--- src/rtl/rom_arb_pkg.sv ---
// ============================================================================
// Module      : rom_arb_pkg
// Description : Shared types and widths for the ROM port arbiter.
//               MEM_AW - SDRAM word-address width
//               DL_AW  - download byte-address width
//               arb_state_t - arbiter FSM states
// Revision    : 1.0 - initial release
// ============================================================================
`default_nettype none

package rom_arb_pkg;

  localparam int MEM_AW = 22;
  localparam int DL_AW  = 25;

  typedef enum logic [1:0] {
    IDLE    = 2'd0,
    WR_WAIT = 2'd1,
    RD_WAIT = 2'd2
  } arb_state_t;

endpackage

`default_nettype wire

--- src/rtl/rom_port_arbiter.sv ---
// ============================================================================
// Module      : rom_port_arbiter
// Description : Shares one toggle-handshake SDRAM port between a ROM download
//               stream (byte writes) and CPU ROM byte reads, with a one-entry
//               pending write buffer, a one-entry latched CPU read and a
//               one-word read cache.
// Ports       : clk_sys, reset_n (sync, active-low)
//               ioctl_downl/ioctl_wr/ioctl_addr/ioctl_dout - download stream
//               cpu_rd/cpu_addr in, cpu_dout/cpu_valid out - CPU read port
//               mem_req/mem_ack toggle handshake, mem_we/mem_addr/mem_ds/
//               mem_din command, mem_dout read word - SDRAM port
//               rom_loaded, dl_overrun - sticky status
// Options     : ROM_WRITE_COMBINE_EN - merge an even byte with the following
//               odd byte into one 16-bit write.
// Revision    : 1.0 - initial release
// ============================================================================
`default_nettype none

module rom_port_arbiter
  import rom_arb_pkg::*;
#(
  parameter logic [MEM_AW-1:0] CPU_BASE  = 22'h0,
  parameter logic [DL_AW-1:0]  DL_OFFSET = 25'h0
) (
  input  logic              clk_sys,
  input  logic              reset_n,
  input  logic              ioctl_downl,
  input  logic              ioctl_wr,
  input  logic [DL_AW-1:0]  ioctl_addr,
  input  logic [7:0]        ioctl_dout,
  input  logic              cpu_rd,
  input  logic [15:0]       cpu_addr,
  output logic [7:0]        cpu_dout,
  output logic              cpu_valid,
  output logic              mem_req,
  input  logic              mem_ack,
  output logic              mem_we,
  output logic [MEM_AW-1:0] mem_addr,
  output logic [1:0]        mem_ds,
  output logic [15:0]       mem_din,
  input  logic [15:0]       mem_dout,
  output logic              rom_loaded,
  output logic              dl_overrun
);

  arb_state_t state, state_nxt;

  logic              wr_d, downl_d;
  logic              capture, downl_fall, mem_idle;
  logic [DL_AW-1:0]  dl_a;
  logic              unused_dl_hi;

  // pending write buffer
  logic              pend_valid, pend_free;
  logic [MEM_AW-1:0] pend_addr;
  logic [1:0]        pend_ds;
  logic [15:0]       pend_din;
  logic              push, ovr;
  logic [MEM_AW-1:0] push_addr;
  logic [1:0]        push_ds;
  logic [15:0]       push_din;

  // CPU read latch, in-flight read and cache
  logic              rd_pend, rd_new, rd_req, rd_hit;
  logic [15:0]       rd_addr, rd_addr_sel, cur_addr;
  logic              cache_valid, stale;
  logic [14:0]       cache_waddr;
  logic [15:0]       cache_word;

  logic              issue_wr, issue_rd, serve_hit, rd_done;

  assign capture      = ioctl_wr & ~wr_d & ioctl_downl;
  assign downl_fall   = downl_d & ~ioctl_downl;
  assign dl_a         = ioctl_addr - DL_OFFSET;
  assign unused_dl_hi = ^dl_a[DL_AW-1:MEM_AW+1];
  assign mem_idle     = (mem_ack == mem_req);
  assign pend_free    = ~pend_valid | issue_wr;

  // A new cpu_rd overrides the latched one; both are served via rd_addr_sel.
  assign rd_new      = cpu_rd & ~ioctl_downl;
  assign rd_req      = rd_new | rd_pend;
  assign rd_addr_sel = rd_new ? cpu_addr : rd_addr;
  assign rd_hit      = cache_valid & ~ioctl_downl & (cache_waddr == rd_addr_sel[15:1]);

`ifdef ROM_WRITE_COMBINE_EN
  logic             held_valid, hold_load, hold_clr;
  logic [DL_AW-1:0] held_a;
  logic [7:0]       held_byte;

  // The held slot keeps one byte back; it is merged with the next byte when
  // that byte is its odd partner, otherwise it is flushed as a single write.
  always_comb begin
    push      = 1'b0;
    ovr       = 1'b0;
    hold_load = 1'b0;
    hold_clr  = 1'b0;
    push_addr = held_a[MEM_AW:1];
    push_ds   = {held_a[0], ~held_a[0]};
    push_din  = {held_byte, held_byte};
    if (capture) begin
      if (held_valid && !held_a[0] && (dl_a == held_a + DL_AW'(1))) begin
        if (pend_free) begin
          push     = 1'b1;
          push_ds  = 2'b11;
          push_din = {ioctl_dout, held_byte};
          hold_clr = 1'b1;
        end else begin
          ovr = 1'b1;
        end
      end else if (held_valid) begin
        if (pend_free) begin
          push      = 1'b1;
          hold_load = 1'b1;
        end else begin
          ovr = 1'b1;
        end
      end else if (!dl_a[0]) begin
        hold_load = 1'b1;
      end else if (pend_free) begin
        push      = 1'b1;
        push_addr = dl_a[MEM_AW:1];
        push_ds   = 2'b10;
        push_din  = {ioctl_dout, ioctl_dout};
      end else begin
        ovr = 1'b1;
      end
    end else if (held_valid && !ioctl_downl && pend_free) begin
      // download ended with a byte still held
      push     = 1'b1;
      hold_clr = 1'b1;
    end
  end

  always_ff @(posedge clk_sys) begin
    if (!reset_n) begin
      held_valid <= 1'b0;
      held_a     <= '0;
      held_byte  <= '0;
    end else if (hold_load) begin
      held_valid <= 1'b1;
      held_a     <= dl_a;
      held_byte  <= ioctl_dout;
    end else if (hold_clr) begin
      held_valid <= 1'b0;
    end
  end
`else
  always_comb begin
    push      = capture & pend_free;
    ovr       = capture & ~pend_free;
    push_addr = dl_a[MEM_AW:1];
    push_ds   = {dl_a[0], ~dl_a[0]};
    push_din  = {ioctl_dout, ioctl_dout};
  end
`endif

  always_ff @(posedge clk_sys) begin
    if (!reset_n) state <= IDLE;
    else          state <= state_nxt;
  end

  // A capture in the same cycle as a read defers the read so the freshly
  // captured byte reaches memory first.
  always_comb begin
    state_nxt = state;
    issue_wr  = 1'b0;
    issue_rd  = 1'b0;
    serve_hit = 1'b0;
    rd_done   = 1'b0;
    case (state)
      IDLE: begin
        if (pend_valid) begin
          if (mem_idle) begin
            issue_wr  = 1'b1;
            state_nxt = WR_WAIT;
          end
        end else if (rd_req && !capture) begin
          if (rd_hit) begin
            serve_hit = 1'b1;
          end else if (mem_idle) begin
            issue_rd  = 1'b1;
            state_nxt = RD_WAIT;
          end
        end
      end
      WR_WAIT: if (mem_idle) state_nxt = IDLE;
      RD_WAIT: begin
        if (mem_idle) begin
          rd_done   = 1'b1;
          state_nxt = IDLE;
        end
      end
      default: state_nxt = IDLE;
    endcase
  end

  always_ff @(posedge clk_sys) begin
    if (!reset_n) begin
      wr_d        <= 1'b0;
      downl_d     <= 1'b0;
      mem_req     <= 1'b0;
      mem_we      <= 1'b0;
      mem_addr    <= '0;
      mem_ds      <= '0;
      mem_din     <= '0;
      cpu_dout    <= '0;
      cpu_valid   <= 1'b0;
      rom_loaded  <= 1'b0;
      dl_overrun  <= 1'b0;
      pend_valid  <= 1'b0;
      pend_addr   <= '0;
      pend_ds     <= '0;
      pend_din    <= '0;
      rd_pend     <= 1'b0;
      rd_addr     <= '0;
      cur_addr    <= '0;
      cache_valid <= 1'b0;
      cache_waddr <= '0;
      cache_word  <= '0;
      stale       <= 1'b0;
    end else begin
      wr_d      <= ioctl_wr;
      downl_d   <= ioctl_downl;
      cpu_valid <= 1'b0;

      if (downl_fall) rom_loaded <= 1'b1;
      if (ovr)        dl_overrun <= 1'b1;

      if (push) begin
        pend_valid <= 1'b1;
        pend_addr  <= push_addr;
        pend_ds    <= push_ds;
        pend_din   <= push_din;
      end else if (issue_wr) begin
        pend_valid <= 1'b0;
      end

      if (serve_hit || issue_rd) begin
        rd_pend <= 1'b0;
      end else if (rd_new) begin
        rd_pend <= 1'b1;
        rd_addr <= cpu_addr;
      end

      if (issue_wr) begin
        mem_req  <= ~mem_req;
        mem_we   <= 1'b1;
        mem_addr <= pend_addr;
        mem_ds   <= pend_ds;
        mem_din  <= pend_din;
      end

      if (issue_rd) begin
        mem_req  <= ~mem_req;
        mem_we   <= 1'b0;
        mem_addr <= CPU_BASE + MEM_AW'(rd_addr_sel[15:1]);
        mem_ds   <= 2'b11;
        cur_addr <= rd_addr_sel;
        stale    <= 1'b0;
      end

      if (serve_hit) begin
        cpu_valid <= 1'b1;
        cpu_dout  <= rd_addr_sel[0] ? cache_word[15:8] : cache_word[7:0];
      end

      // A word fetched while a download byte arrived may be outdated, so it
      // is returned but not cached.
      if (rd_done) begin
        cpu_valid   <= 1'b1;
        cpu_dout    <= cur_addr[0] ? mem_dout[15:8] : mem_dout[7:0];
        cache_word  <= mem_dout;
        cache_waddr <= cur_addr[15:1];
        cache_valid <= ~stale & ~capture;
      end

      if (capture) begin
        cache_valid <= 1'b0;
        stale       <= 1'b1;
      end
    end
  end

endmodule

`default_nettype wire

--- config.mk ---
export PLATFORM = sky130hd
export DESIGN_NAME = rom_port_arbiter
export DESIGN_NICKNAME = d
export VERILOG_FILES = /design/src/rtl/rom_arb_pkg.sv /design/src/rtl/rom_port_arbiter.sv
export SDC_FILE = /design/constraint.sdc
export NUM_CORES = 1
export LEC_CHECK = 0
export ABC_AREA = 1
export ABC_CLOCK_PERIOD_IN_PS = 2300
export CAP_MARGIN = 30
export CORE_MARGIN = 2
export CORE_UTILIZATION = 50
export DETAILED_ROUTE_END_ITERATION = 10
export GPL_TIMING_DRIVEN = 1
export PLACE_DENSITY = 0.75
export RECOVER_POWER = 100
export SYNTH_ARGS = -nofsm -noshare
export SYNTH_HDL_FRONTEND = slang
export SYNTH_SLANG_ARGS = --single-unit
--- constraint.sdc ---
create_clock -name clk_sys -period 2.3 [get_ports clk_sys]
set_clock_uncertainty 0.15 [all_clocks]
set_input_delay 0.345 -clock clk_sys [delete_from_list [all_inputs] [get_ports clk_sys]]
set_output_delay 0.345 -clock clk_sys [all_outputs]
set_load 0.005 [all_outputs]
* After elaboration in Yosys (flattened, before gate mapping)
Index checks and enable logic that the tools add are counted.
Storage, ports and cells: flip-flop bits (word level) 164, bits in latches 0, memory bits (writable) 0, bits in read-only memories 0, output and inout port bits 53, memories kept 0
Operators by class: add/sub/neg operators 0, $mul 0, div/mod/pow operators 0, magnitude comparators 0, eq/ne operators 9, shifts and indexed selects 0, multiplexer cells 36, bitwise gates (word level) 20, reduce and logical (&&, ||, !) cells 13
Operator list (count):
- 8-bit two-way mux | 4
- 15-bit two-way mux | 2
- 1-bit two-way mux | 20
- 16-bit two-way mux | 1
- 2-bit two-way mux | 8
- 15-bit equality test | 1
- 1-bit AND | 9
- 3-bit != test (second input constant) | 3
- 1-bit NOT | 9
- 2-bit nonzero test | 4
- 2-bit OR reduction | 4
- 5-bit AND reduction | 1
- 4-bit != test (second input constant) | 1
- 2-bit case mux with 2 select lines | 1
- 2-bit by 1-bit equality test with 1-bit output (second input constant) | 1
- 2-bit equality test (second input constant) | 1
- 2-bit logical NOT | 1
- 2-bit by 1-bit != test with 1-bit output (second input constant) | 1
- 1-bit bitwise OR | 2
- 1-bit equality test | 1
- 1-bit logical AND | 1
- 1-bit logical NOT | 1
- 1-bit logical OR | 1

* Longest topological paths before layout
depth in word-level cells 11, gate-level depth with buffers 18, mapped depth without buffers 17

* Worst setup path after synthesis
Ideal clock, no wire load.
path type in2reg, start input cpu_rd, end register rd_addr[5], library setup time 0.139 ns, arrival time 1.712 ns, data required time 2.011 ns, path slack 0.299 ns, stages on the path 15, cell sequence buf_4 inv_2 nor2_1 nand2_1 nand2_1 nor2_1 nor2_1 nand2_1 nor2_1 nand2_1 nand3_4 nand2_2 buf_2 nor2_1 a211oi_2
On the way: longest elaborated chain between the ends 9
Ends and longest elaborated chain:
- from (decl) | line rom_port_arbiter.sv:31 | input logic cpu_rd,
- 1-bit AND (*) | line rom_port_arbiter.sv:80 | assign rd_new = cpu_rd & ~ioctl_downl;
- 16-bit two-way mux
- 15-bit equality test | line rom_port_arbiter.sv:83 | assign rd_hit = cache_valid & ~ioctl_downl & (cache_waddr == rd_addr_sel[15:1]);
- 1-bit AND | line rom_port_arbiter.sv:83
- 1-bit two-way mux | line rom_port_arbiter.sv:178 | if (rd_hit) begin
- 1-bit two-way mux | line rom_port_arbiter.sv:177 | end else if (rd_req && !capture) begin
- 1-bit two-way mux | line rom_port_arbiter.sv:172 | if (pend_valid) begin
- 1-bit two-way mux | line rom_port_arbiter.sv:170 | case (state)
- 1-bit logical OR | line rom_port_arbiter.sv:238 | if (serve_hit || issue_rd) begin
- to (signal assigned) | line rom_port_arbiter.sv:242 | rd_addr <= cpu_addr;
- to (decl) | line rom_port_arbiter.sv:65 | logic [15:0] rd_addr, rd_addr_sel, cur_addr;
Mark *: on every way between the ends. The rest lies on a longest branch, timed or not. A chain may end at the register's enable or synchronous reset.

* Worst setup path in the final report
start input cpu_addr[15], end register rd_addr[9]
On the way: longest elaborated chain between the ends 8
Ends and longest elaborated chain:
- from (decl) | line rom_port_arbiter.sv:32 | input logic [15:0] cpu_addr,
- 16-bit two-way mux (*)
- 15-bit equality test (*) | line rom_port_arbiter.sv:83
- 1-bit AND (*) | line rom_port_arbiter.sv:83
- 1-bit two-way mux | line rom_port_arbiter.sv:178
- 1-bit two-way mux | line rom_port_arbiter.sv:177
- 1-bit two-way mux | line rom_port_arbiter.sv:172
- 1-bit two-way mux | line rom_port_arbiter.sv:170
- 1-bit logical OR (*) | line rom_port_arbiter.sv:238
Marked as above.

==> flow_metrics.tcl <==
set metrics [dict create \
    place_congestion 0.857 \
    whs_endpoint "downl_d$_SDFF_PN0_" \
    p_sw_frac 0.256 \
    final_nets 1077 \
    wirelength_um 16300 \
    ys.flop_type "dfxtp_1" \
    synth-async-reset-ratio 0 \
    drc_errors 0 \
    drt-vias-per-instance 5.09 \
    synth_cell_types 29 \
    synth_top_cell_by_area "dfxtp_1" \
    final_max_slew_viol_count 95 \
    tritoncts "done" \
    clk_pin_slew_ns 0.06 \
    finalNonFillerCells 1185 \
    firstDrtPassIters 5 \
    synth_top_cell_area_share 0.475 \
    slowest_stage "clkdlybuf4s50_1" \
    period_needed_ns 2.09 \
    setup.worst_path.start_class "input port" \
    cap_violations 1 \
    synth_most_common_cell "nand2_1" \
    die-area_um2 13400 \
    r2r_end "rd_addr[9]$_SDFFE_PN0N_" \
    timing.hold.ws_ns 0.214 \
    start_util 0.515 \
    synth_seq_cells 148 \
    grt_pass1_vias 5433 \
    synth_area_um2 6240 \
    reg2reg_slack_ns 0.30 \
    crit_required_ns 2.50 \
    synth_area_leaders "dfxtp_1, nand2_1, nor2_1" \
    hold_path_class "input port to register" \
    pwr-share-clk 0.410 \
    grt_setup_unrepaired "no" \
    die-height_um 116 \
    dpl.hpwl_um 10800 \
    final_antenna_net_count 0 \
    antenna_found_initial 0 \
    p_switching_w 0.00167 \
    boundaryPins 124 \
    min_from "ioctl_downl" \
    ir_drop_mv 0.461 \
    utilization 0.702 \
    outcome "finished with violations" \
    syn_inst 870 \
    period_share 0.911 \
    crit_arrival_ns 2.29 \
    ys_seq_area_frac 0.475 \
    syn_area_per_cell_um2 7.18 \
    grt_pass1_wl_um 26100 \
    clock_sinks 148 \
    vias 6037 \
    seqPwrFrac 0.429 \
    grt-ovfl-total 0 \
    cts_inserted_buffers 17 \
    area_growth_pct 36.2 \
    antenna_cells 0 \
    rows 40 \
    drt_iter0_markers 509 \
    crit_fanout 7 \
    grtUsageTotal 0.247 \
    wl_per_cell_um 13.7 \
    critPathBufInv 2 \
    drive_above_1_share 0.101 \
    violations "max-capacitance violations, max-slew violations" \
    dp.cells 1150 \
    r2r_start "state[0]$_SDFFE_PN0P_" \
    core_um2 12100 \
    intPower_w 0.00486 \
    hold_violations 0 \
    p_per_area_nw_per_um2 768 \
    clkLatencyLatePin_ns 0.42 \
    synth_edf_count 0 \
    setup_viol 0 \
    cts-root-buf "clkbuf_16" \
    worst_pin_slew_ns 1.59 \
    clockBufferDepth 2 \
    synth_warnings 0 \
    worstSetupPathType "input port to register" \
    finalSetupTns_ns 0 \
    die_w_um 116 \
    cp_slowest_stage_delay_ns 0.49 \
    fmax_ghz 0.477 \
    crit_top_cell "nand2_1" \
    grt_max_degree 95 \
    relSlewSlack -0.0569 \
    comb_power_share 0.160 \
    p_leak_nw 3.68 \
    reg2reg_depth 11 \
    hold_depth 4 \
    critPathTopFamily "simple AND/OR/NAND/NOR gates" \
    hold_buffers 0 \
    portBuffers 121 \
    htree_levels 4 \
    synth_common_cells "nand2_1, dfxtp_1, nor2_1" \
    syn_nets 943 \
    path_cells "clkdlybuf4s50_1 -> nand3_1 -> nand2_1 -> nand2_1 -> nand2_1 -> nor2_1 -> nand2_1 -> nor2_2 -> nand2_2 -> nand3_4 -> nand2_4 -> clkbuf_1 -> nand2_1 -> a21oi_1" \
    crit_path_end_kind "register" \
]
[cell type report]
class / count / area, um^2
Clock buffer: 24 / 512
Tap cell: 168 / 210
Clock inverter: 8 / 72.6
Fill cell: 1051 / 3610
Inverter: 73 / 279
Timing Repair Buffer: 175 / 1740
Sequential cell: 148 / 2960
Multi-Input combinational cell: 589 / 2730
[placed cells by master (no fill, tap or decap), drive strengths merged]
master	instances
nand2	192
dfxtp	148
nor2	127
o21ai	84
a21oi	77
nand3	73
inv	72
clkdlybuf4s50	65
dlygate4sd3	53
buf	45
clkbuf	34
o31ai	11
o211ai	7
a211oi	7
clkinv	5
clkinvlp	3
o22ai	2
mux2i	2
ha	2
dlymetal6s2s	2
xnor2	1
or2	1
o21a	1
nor3	1
o32ai	1
bufinv	1
[flip-flops by register name, summed over array words and instances (netlist names), 2 cells and up]
name,count
state,2
pend_ds,2
cpu_dout,8
pend_din,8
mem_din,8
cache_waddr,15
mem_addr,22
cache_word,16
rd_addr,16
mem_ds,2
pend_addr,22
cur_addr,16
[worst max path at each step]
| stage | slack, ns | start | cells after the start | to |
|---|---|---|---|---|
| 6_report | 0.21 | cpu_addr[15] | 14 | rd_addr[9]$_SDFFE_PN0N_ |
| 3_5_place_dp | -0.48 | cpu_rd | 18 | mem_addr[13]$_SDFFE_PN0P_ |
| 3_3_place_gp | -0.47 | cpu_rd | 18 | mem_addr[13]$_SDFFE_PN0P_ |
| 5_1_grt | 0.08 | cpu_addr[7] | 12 | cpu_dout[4]$_SDFFE_PN0P_ |
| 4_1_cts | 0.02 | cpu_rd | 16 | mem_addr[0]$_SDFFE_PN0P_ |
| 2_1_floorplan | 0.30 | cpu_rd | 15 | rd_addr[5]$_SDFFE_PN0N_ |
[timing repair]
action                                 CTS  global route
endpoints found under the hold margin    0             0
cloned                                   0             2
setup endpoints to repair               36            57
setup buffers                            0             1
resized for setup                        6             9
pin swaps                                1             2
[cells by family after synthesis]
| kind of cell | after synthesis | synth area share |
|---|---|---|
| adder cells (fa/ha/maj) | 2 | 0.00401 |
| AO/OA/AOI/OAI | 190 | 0.169 |
| buffers and inverters | 133 | 0.0922 |
| multiplexers | 2 | 0.00321 |
| XOR/XNOR | 1 | 0.00140 |
| flip-flops | 148 | 0.475 |
| AND/OR/NAND/NOR | 394 | 0.256 |
[metrics by stage]
stage	worst slack, ns	power, W	instance area [um^2]
after global placement	-0.475	0.00388	7860
after floorplan	0.299	0.00342	6240
final	0.206	0.00653	8500
after detailed placement	-0.484	0.00389	7860
after CTS	0.0199	0.00657	8460
after global routing	0.0788	0.00682	8500
[worst register-to-register path, stage by stage, from the launching register on]
cell	delay [ns]
dfxtp_1	0.31
inv_1	0.07
ha_1	0.16
inv_1	0.05
nor2_1	0.11
nand2_1	0.07
inv_1	0.13
nand3_4	0.20
nand2_4	0.13
clkbuf_1	0.30
nand2_1	0.12
a21oi_1	0.14
[power by group through the flow]
stage	Sequential, W	Combinational, W	Clock [W]
floorplan	0.00284	0.000578	0
global placement	0.00286	0.00103	0
detailed placement	0.00286	0.00104	0
CTS	0.00281	0.00105	0.00271
global route	0.00282	0.00116	0.00283
finish	0.00280	0.00105	0.00268
[metal layers]
metal,GRT usage,up-vias,part of all wire
li1,-,3081,-
met1,0.348,2772,0.48
met2,0.375,165,0.45
met3,0.0554,19,0.062
met4,0.0849,0,0.015
met5,0,-,0
Note: power is estimated with default switching activity, not from simulation.
